**src/rtl/uart_rx_deserializer_if.sv**
```systemverilog
// Bus between the UART receive deserializer and its system-side user.
// The serial line plus frame configuration flow into the receiver, and the
// recovered word and its status pulses flow back out.
interface uart_rx_deserializer_if #(
    parameter int WIDTH      = 8,
    parameter int PRESCALE_W = 6
) ();
    logic                  RX_IN;
    logic [PRESCALE_W-1:0] Prescale;
    logic                  PAR_EN;
    logic                  PAR_TYP;
    logic [WIDTH-1:0]      P_DATA;
    logic                  Data_valid;
    logic                  Parity_error;
    logic                  Stop_error;

    // Receiver side
    modport slave (
        input  RX_IN, Prescale, PAR_EN, PAR_TYP,
        output P_DATA, Data_valid, Parity_error, Stop_error
    );

    // Line driver / word consumer side
    modport master (
        output RX_IN, Prescale, PAR_EN, PAR_TYP,
        input  P_DATA, Data_valid, Parity_error, Stop_error
    );
endinterface

```
**src/rtl/uart_rx_deserializer.sv**
```systemverilog
// UART receive deserializer: oversamples RX_IN at Prescale clocks per bit,
// resolves each bit by a 3-sample majority vote around mid-bit, and emits the
// parallel word with single-cycle valid / error pulses.
//
// state  | meaning
// -------+------------------------------------------------------------
// IDLE   | line idle, waiting for RX_IN low (start edge)
// START  | inside start bit; a high majority means glitch -> IDLE
// DATA   | shifting WIDTH data bits, LSB first
// PARITY | checking the optional parity bit
// STOP   | resolving stop bit; leaves at mid-bit to catch a following start
module uart_rx_deserializer #(
    parameter int WIDTH      = 8,
    parameter int PRESCALE_W = 6
) (
    input  logic                  CLK,
    input  logic                  Reset,
    uart_rx_deserializer_if.slave bus
);
    localparam int BIT_W = $clog2(WIDTH) + 1;
    localparam logic [PRESCALE_W-1:0] ONE = PRESCALE_W'(1);

    typedef enum logic [2:0] {IDLE, START, DATA, PARITY, STOP} state_t;

    state_t                state_q,        state_d;
    logic [PRESCALE_W-1:0] edge_cnt_q,     edge_cnt_d;
    logic [BIT_W-1:0]      bit_cnt_q,      bit_cnt_d;
    logic [PRESCALE_W-1:0] presc_q,        presc_d;
    logic                  par_en_q,       par_en_d;
    logic                  par_typ_q,      par_typ_d;
    logic [1:0]            samp_q,         samp_d;
    logic [WIDTH-1:0]      shift_q,        shift_d;
    logic                  par_err_q,      par_err_d;
    logic [WIDTH-1:0]      p_data_q,       p_data_d;
    logic                  data_valid_q,   data_valid_d;
    logic                  parity_error_q, parity_error_d;
    logic                  stop_error_q,   stop_error_d;

    logic [PRESCALE_W-1:0] half;
    logic                  at_s0, at_s1, at_dec, at_end;
    logic                  maj;

    // Sample points derived from the latched prescale; the third sample is
    // the live line value in the decision cycle.
    always_comb begin
        half   = presc_q >> 1;
        at_s0  = (edge_cnt_q == half - ONE);
        at_s1  = (edge_cnt_q == half);
        at_dec = (edge_cnt_q == half + ONE);
        at_end = (edge_cnt_q == presc_q - ONE);
        maj    = (samp_q[0] & samp_q[1]) | (samp_q[0] & bus.RX_IN) | (samp_q[1] & bus.RX_IN);
    end

    // Next-state, counters, data path and output pulses
    always_comb begin
        state_d        = state_q;
        edge_cnt_d     = edge_cnt_q;
        bit_cnt_d      = bit_cnt_q;
        presc_d        = presc_q;
        par_en_d       = par_en_q;
        par_typ_d      = par_typ_q;
        samp_d         = samp_q;
        shift_d        = shift_q;
        par_err_d      = par_err_q;
        p_data_d       = p_data_q;
        data_valid_d   = 1'b0;
        parity_error_d = 1'b0;
        stop_error_d   = 1'b0;

        if (state_q != IDLE) begin
            edge_cnt_d = at_end ? '0 : edge_cnt_q + ONE;
            if (at_s0) samp_d[0] = bus.RX_IN;
            if (at_s1) samp_d[1] = bus.RX_IN;
        end

        case (state_q)
            IDLE: begin
                if (!bus.RX_IN) begin
                    // This cycle is edge 0 of the start bit
                    state_d    = START;
                    edge_cnt_d = ONE;
                    bit_cnt_d  = '0;
                    presc_d    = bus.Prescale;
                    par_en_d   = bus.PAR_EN;
                    par_typ_d  = bus.PAR_TYP;
                    par_err_d  = 1'b0;
                end
            end
            START: begin
                if (at_dec && maj) begin
                    state_d    = IDLE;
                    edge_cnt_d = '0;
                end else if (at_end) begin
                    state_d = DATA;
                end
            end
            DATA: begin
                if (at_dec) shift_d = {maj, shift_q[WIDTH-1:1]};
                if (at_end) begin
                    if (bit_cnt_q == BIT_W'(WIDTH - 1)) begin
                        bit_cnt_d = '0;
                        state_d   = par_en_q ? PARITY : STOP;
                    end else begin
                        bit_cnt_d = bit_cnt_q + 1'b1;
                    end
                end
            end
            PARITY: begin
                if (at_dec) par_err_d = (maj != ((^shift_q) ^ par_typ_q));
                if (at_end) state_d = STOP;
            end
            STOP: begin
                if (at_dec) begin
                    state_d        = IDLE;
                    edge_cnt_d     = '0;
                    stop_error_d   = ~maj;
                    parity_error_d = par_err_q;
                    data_valid_d   = maj & ~par_err_q;
                    if (maj && !par_err_q) p_data_d = shift_q;
                end
            end
            default: begin
                state_d    = IDLE;
                edge_cnt_d = '0;
            end
        endcase
    end

    // State and datapath registers
    always_ff @(posedge CLK or negedge Reset) begin
        if (!Reset) begin
            state_q        <= IDLE;
            edge_cnt_q     <= '0;
            bit_cnt_q      <= '0;
            presc_q        <= '0;
            par_en_q       <= 1'b0;
            par_typ_q      <= 1'b0;
            samp_q         <= '0;
            shift_q        <= '0;
            par_err_q      <= 1'b0;
            p_data_q       <= '0;
            data_valid_q   <= 1'b0;
            parity_error_q <= 1'b0;
            stop_error_q   <= 1'b0;
        end else begin
            state_q        <= state_d;
            edge_cnt_q     <= edge_cnt_d;
            bit_cnt_q      <= bit_cnt_d;
            presc_q        <= presc_d;
            par_en_q       <= par_en_d;
            par_typ_q      <= par_typ_d;
            samp_q         <= samp_d;
            shift_q        <= shift_d;
            par_err_q      <= par_err_d;
            p_data_q       <= p_data_d;
            data_valid_q   <= data_valid_d;
            parity_error_q <= parity_error_d;
            stop_error_q   <= stop_error_d;
        end
    end

    assign bus.P_DATA       = p_data_q;
    assign bus.Data_valid   = data_valid_q;
    assign bus.Parity_error = parity_error_q;
    assign bus.Stop_error   = stop_error_q;
endmodule

```
**src/flat_wrapper.sv**
```systemverilog
// flat-port wrapper written by rule: the top's interface ports become plain ports
module uart_rx_deserializer_flat 
#(
    parameter int WIDTH      = 8,
    parameter int PRESCALE_W = 6
)
  (CLK, Reset, bus_RX_IN, bus_Prescale, bus_PAR_EN, bus_PAR_TYP, bus_P_DATA, bus_Data_valid, bus_Parity_error, bus_Stop_error);
  uart_rx_deserializer_if #(.WIDTH(WIDTH), .PRESCALE_W(PRESCALE_W)) bus_i ();
  input  logic CLK;
  input  logic Reset;
  input wire logic [$bits(bus_i.RX_IN)-1:0] bus_RX_IN;
  input wire logic [$bits(bus_i.Prescale)-1:0] bus_Prescale;
  input wire logic [$bits(bus_i.PAR_EN)-1:0] bus_PAR_EN;
  input wire logic [$bits(bus_i.PAR_TYP)-1:0] bus_PAR_TYP;
  output wire logic [$bits(bus_i.P_DATA)-1:0] bus_P_DATA;
  output wire logic [$bits(bus_i.Data_valid)-1:0] bus_Data_valid;
  output wire logic [$bits(bus_i.Parity_error)-1:0] bus_Parity_error;
  output wire logic [$bits(bus_i.Stop_error)-1:0] bus_Stop_error;
  assign bus_i.RX_IN = bus_RX_IN;
  assign bus_i.Prescale = bus_Prescale;
  assign bus_i.PAR_EN = bus_PAR_EN;
  assign bus_i.PAR_TYP = bus_PAR_TYP;
  assign bus_P_DATA = bus_i.P_DATA;
  assign bus_Data_valid = bus_i.Data_valid;
  assign bus_Parity_error = bus_i.Parity_error;
  assign bus_Stop_error = bus_i.Stop_error;
  uart_rx_deserializer #(.WIDTH(WIDTH), .PRESCALE_W(PRESCALE_W)) u_core (.CLK(CLK), .Reset(Reset), .bus(bus_i));
endmodule
```
**config.mk**
```make
export PLATFORM = sky130hd
export DESIGN_NAME = uart_rx_deserializer_flat
export DESIGN_NICKNAME = d
export VERILOG_FILES = /design/src/rtl/uart_rx_deserializer_if.sv /design/src/rtl/uart_rx_deserializer.sv /design/src/flat_wrapper.sv
export SDC_FILE = /design/constraint.sdc
export NUM_CORES = 1
export LEC_CHECK = 0
export ABC_AREA = 0
export BUFFER_PORTS_ARGS = -buffer_cell sky130_fd_sc_hd__buf_2
export CELL_PAD_IN_SITES_DETAIL_PLACEMENT = 2
export CELL_PAD_IN_SITES_GLOBAL_PLACEMENT = 2
export CORE_MARGIN = 2
export CORE_UTILIZATION = 38
export DETAILED_ROUTE_END_ITERATION = 6
export PLACE_DENSITY = 0.8
export SLEW_MARGIN = 20
export SYNTH_ARGS = -nofsm -noshare
export SYNTH_HDL_FRONTEND = slang
export SYNTH_SLANG_ARGS = --single-unit
```
**constraint.sdc**
```tcl
create_clock -name CLK -period 3.4 [get_ports CLK]
set_input_delay 0.34 -clock CLK [delete_from_list [all_inputs] [get_ports CLK]]
set_output_delay 0.34 -clock CLK [all_outputs]
set_load 0.01 [all_outputs]
```
# Word-level counts from Yosys, hierarchy flattened
# Cells that the tools add are included.
# W data, S select, Z words.
classes:
  mux: 28
  eq_ne: 17
  bitwise_logic: 10
  n_addsub: 5
  reduce_logical: 17
ops:
  columns: ["operator", "count"]
  rows:
  - ["$mux W6", 5]
  - ["$mux W3", 8]
  - ["$pmux W6 S4", 1]
  - ["$eq A6 B6 Y1", 3]
  - ["$pmux W3 S5", 1]
  - ["$mux W4", 3]
  - ["$ne A2 B1 Y1 const B", 5]
  - ["$reduce_and A3 Y1", 3]
  - ["$mux W1", 8]
  - ["$pmux W4 S2", 1]
  - ["$reduce_and A2 Y1", 4]
  - ["$reduce_xor A8 Y1", 1]
  - ["$add A5 B1 Y6 const B", 1]
  - ["$add A6 B1 Y6 const B", 1]
  - ["$eq A3 B2 Y1 const B", 2]
  - ["$eq A6 B5 Y1", 1]
  - ["$reduce_and A6 Y1", 1]
  - ["$sub A5 B1 Y6 const B", 1]
  - ["$sub A6 B1 Y6 const B", 1]
  - ["$add A4 B1 Y4 const B", 1]
  - ["$and A1 B1 Y1", 4]
  - ["$eq A4 B3 Y1 const B", 1]
  - ["$reduce_bool A2 Y1", 2]
  - ["$eq A3 B1 Y1 const B", 1]
  - ["other kinds (13)", 17]
word_totals:
  regBits: 43
  input_bits: 11
  elab_cells: 91

# Longest topological paths before layout
depth:
  word_depth: 6
  mapped_depth: 10

# Worst setup path before layout
# No wires, ideal clock.
synth_timing:
  path_kind: "register -> register"
  from: "register u_core.presc_q[2]"
  to: "register u_core.p_data_q[0] (netlist: u_core.bus.P_DATA[0])"
  setup_slack_ns: 0.782
  period_less_slack_ns: 2.618
  arrival_ns: 2.494
  path_stages_with_launch: 11
  n_path_buf: 2
  path_cell_list: "dfrtp_1 buf_2 inv_1 ha_1 xnor2_1 nor2b_1 nand4_1 or2_1 buf_6 nor4_4 mux2_2"
synth_between:
  elab_chain_len: 3
synth_rtl:
  columns: ["element", "line", "rtl"]
  rows:
  - ["from (decl)", "uart_rx_deserializer.sv:28", "logic [PRESCALE_W-1:0] presc_q, presc_d;"]
  - ["from (signal assigned)", "uart_rx_deserializer.sv:149", "presc_q <= presc_d;"]
  - ["$add A5 B1 Y6", "uart_rx_deserializer.sv:49", "at_dec = (edge_cnt_q == half + ONE);"]
  - ["$eq A6 B6 Y1", "uart_rx_deserializer.sv:49", null]
  - ["$reduce_and A3 Y1 (no line)", null, null]
  - ["to (signal assigned)", "uart_rx_deserializer.sv:155", "p_data_q <= p_data_d;"]
  - ["to (decl)", "uart_rx_deserializer.sv:34", "logic [WIDTH-1:0] p_data_q, p_data_d;"]
# No other way between the ends.
# A chain may end at the register's enable or synchronous reset.

# Worst setup path after layout
layout_timing:
  from: "register u_core.presc_q[1]"
  to: "register u_core.p_data_q[2] (netlist: u_core.bus.P_DATA[2])"
# Same word-level chain as after synthesis.

==> out/metrics.csv <==
stage,metric,value,unit
outcome,outcome,"finished, final reports clean",
timing,final setup margin,357,ps
timing,crit path time final,3040,ps
die,I/O pin count,22,
synthesis,Ys Warns,0,
clock_network,Worst-path clk slew,100,ps
worst_setup_path,Critical Path RT,3600,ps
finish,net count reported at finish,303,
grt,vias in the first global route,2367,
routing,First-pass DRT Iterations,4,
clock_network,Clock Sinks,43,
die,die area,0.00735,sq mm
placement,Port Buf Inserts,21,
clock_network,CTS Hold Bufs,0,
timing,"Hold Vio Cnt, Final",0,
die,die width,85.7,um
worst_setup_path,crit path DAT,3250,ps
synthesis,Syn Nets,277,
worst_setup_path,Crit path buffers/inverters,1,
worst_setup_path,"Critical Path, Cell by Cell",inv_1 > ha_1 > xnor2_1 > nor2b_1 > nand4_1 > or2_1 > nor4_4 > mux2_2,
synthesis,ranking of synthesized cells by area,"dfrtp_1 42%, mux2_2 8.0%, xnor2_1 5.5%",
timing,RSZ-0062 raised after global routing,no,
die,Die H,85.7,um
routing,Vias/cell,5.75,
timing,Max Transition Viols Final,0,
run,max_cap viols,0,
synthesis,Post-synth top flop,dfrtp_1,
die,Core Rows,29,
power_and_ir_drop,leakage power figure,0.00131,uW
worst_setup_path,Reg2Reg Setup Slack,360,ps
grt,initial antenna violation count,0,
worst_setup_path,RR Startpoint,u_core.presc_q[1],
synthesis,post-synthesis sequential area ratio,0.424,
grt,global-route usage over all layers,0.219,
worst_setup_path,Max stage delay on crit path,600,ps
worst_setup_path,Crit. End Element,flop,
worst_setup_path,"CP delay by family, top",simple AND/OR/NAND/NOR gates,
finish,antenna fix cells,0,
clock_network,"Gates resized, CTS repair",0,
clock_network,H-tree depth,2,
grt,largest net degree at the start of global routing,44,
routing,DR iter-0 viols,111,
finish,area grow syn2layout,12.2,%
finish,fin util,0.446,
synthesis,Cells after Synth,260,
timing,Layout Skew,6.17,ps
synthesis,post-synthesis cell type count,52,
synthesis,flop and latch count out of synthesis,43,
worst_hold_path,Min-Delay Path Class,primary input to asynchronous set/reset pin,
clock_network,worst skew pair latency,310,ps
die,Initial Utilization,0.397,
timing,Tcrit/Tclk final,0.895,
routing,DRC Markers,0,
timing,WHS,185,ps
timing,total negative slack,0,ps
power_and_ir_drop,Power Density,882,mW/mm^2
clock_network,CTS tree,built,
worst_setup_path,Crit-path slowest cell,nor4_4,
routing,Routed Antenna Nets,0,
synthesis,synthesized cell area,0.00254,sq mm
clock_network,cts bufs inserted,5,
routing,wire length per cell,19.7,um
finish,share of cells above drive strength 1,0.216,
clock_network,CTS root buffer,clkbuf_8,
synthesis,number of synthesized flops with an enable pin,0,
power_and_ir_drop,maximum vdd drop,0.000329,V
synthesis,Yosys top cell by area,dfrtp_1,
placement,global placement routability congestion,0.812,
die,core area,0.00639,sq mm
worst_setup_path,R2R depth,8,
timing,Max-slew headroom,0.338,
synthesis,async set-reset flop share out of synthesis,1.00,
timing,Final setup violation count,0,
grt,global-route wire length before repair,12500,um
timing,Max Clk Rate,329,MHz
synthesis,Synth top area share,0.424,
grt,gr ovfl total,0,
worst_setup_path,Max Fanout on Critical Path,9,
clock_network,Post-CTS Setup Inserts,0,
timing,Slew @ Worst Pin,985,ps
routing,Vias,2094,
worst_setup_path,startpoint class of the critical path,flop,
worst_setup_path,critical path class,flop to flop,
routing,Routed Wire Length,7160,um
placement,pre-CTS setup slack,335,ps
synthesis,syn_area_per_cell,9.76,sq um
worst_setup_path,Crit Reg-Reg Endpoint,u_core.bus.P_DATA[2],
placement,DP Wirelength,5220,um
clock_network,Clock Tree Buf Depth,2,
synthesized netlist by cell type, drive strengths merged, types with 2 or more instances:
cell / n
a211o: 2
a211oi: 2
a21boi: 3
a21o: 2
a21oi: 11
a22oi: 2
a31oi: 2
and2: 2
and3: 2
buf: 5
clkbuf: 6
dfrtp: 43
ha: 6
inv: 12
mux2: 19
mux2i: 2
nand2: 27
nand2b: 2
nand3: 11
nand4: 5
nor2: 15
nor2b: 3
nor3: 6
nor4: 5
o21ai: 14
o31ai: 3
o32ai: 3
or4b: 2
xnor2: 16
xor2: 10
sequential cells by signal, summed over array words and instances (netlist names), 2 cells and up:
| register | cells |
|---|---|
| u_core.presc_q | 6 |
| u_core.edge_cnt_q | 6 |
| u_core.bit_cnt_q | 4 |
| u_core.samp_q | 2 |
| u_core.shift_q | 8 |
| u_core.bus.P_DATA | 8 |
| u_core.state_q | 3 |
through the flow:
stage                     cell area, sq um  std cells  power (uW)
final                                 2850        364        2510
after global routing                  2850        364        2730
after CTS                             2850        364        2530
after detailed placement              2750        356        2150
after global placement                2750        356        2080
after floorplan                       2540        260        1740
logic make-up after synthesis:
family	count (synthesis)	synth area share
mux	21	0.0922
compound gates	55	0.147
buf+inv	23	0.0390
xor+xnor	26	0.0897
flops	43	0.424
simple gates	86	0.178
fa+ha+maj	6	0.0296
routing by layer:
layer	global-route usage	wire [um]	vias up
met5	0	0	-
met4	0.0563	83	0
met3	0.0298	130	8
met2	0.378	3630	21
met1	0.291	3310	1083
li1	-	-	982
cell usage in the layout (no fill, tap or decap), drive strengths merged, types with 5 or more instances in the layout:
master	Yosys	layout
ha	6	6
a21oi	11	11
xor2	10	10
o21ai	14	14
nand2	27	27
nor3	6	6
dfrtp	43	43
nand3	11	11
xnor2	16	16
buf	5	30
mux2	19	19
inv	12	14
clkbuf	6	5
nor2	15	15
nand4	5	5
nor4	5	5
how the worst max path moves through the flow:
| stage | start | endpoint | slack, ps | cells past startpoint |
|---|---|---|---|---|
| 6_report | u_core.presc_q[1] | u_core.bus.P_DATA[2] | 360 | 8 |
| 5_1_grt | u_core.presc_q[1] | u_core.bus.P_DATA[2] | 120 | 8 |
| 4_1_cts | u_core.presc_q[1] | u_core.bus.P_DATA[2] | 320 | 8 |
| 3_5_place_dp | u_core.presc_q[1] | u_core.bus.P_DATA[2] | 340 | 8 |
| 3_3_place_gp | u_core.presc_q[1] | u_core.bus.P_DATA[6] | 520 | 8 |
| 2_1_floorplan | u_core.presc_q[2] | u_core.bus.P_DATA[0] | 780 | 10 |
power by group:
part | total (uW) | switching, uW | internal (uW)
combinational | 1290 | 752 | 538
sequential | 854 | 224 | 631
clock | 367 | 215 | 152
total | 2510 | 1190 | 1320
layout make-up:
| type | instances | area [sq um] |
|---|---|---|
| Fill cell | 686 | 3540 |
| Multi-Input combinational cell | 194 | 1360 |
| Sequential cell | 43 | 1080 |
| Timing Repair Buffer | 30 | 173 |
| Tap cell | 77 | 96.3 |
| Clock buffer | 5 | 68.8 |
| Inverter | 12 | 45.0 |
| Clock inverter | 3 | 26.3 |
Note: power is estimated with default switching activity, not from simulation.
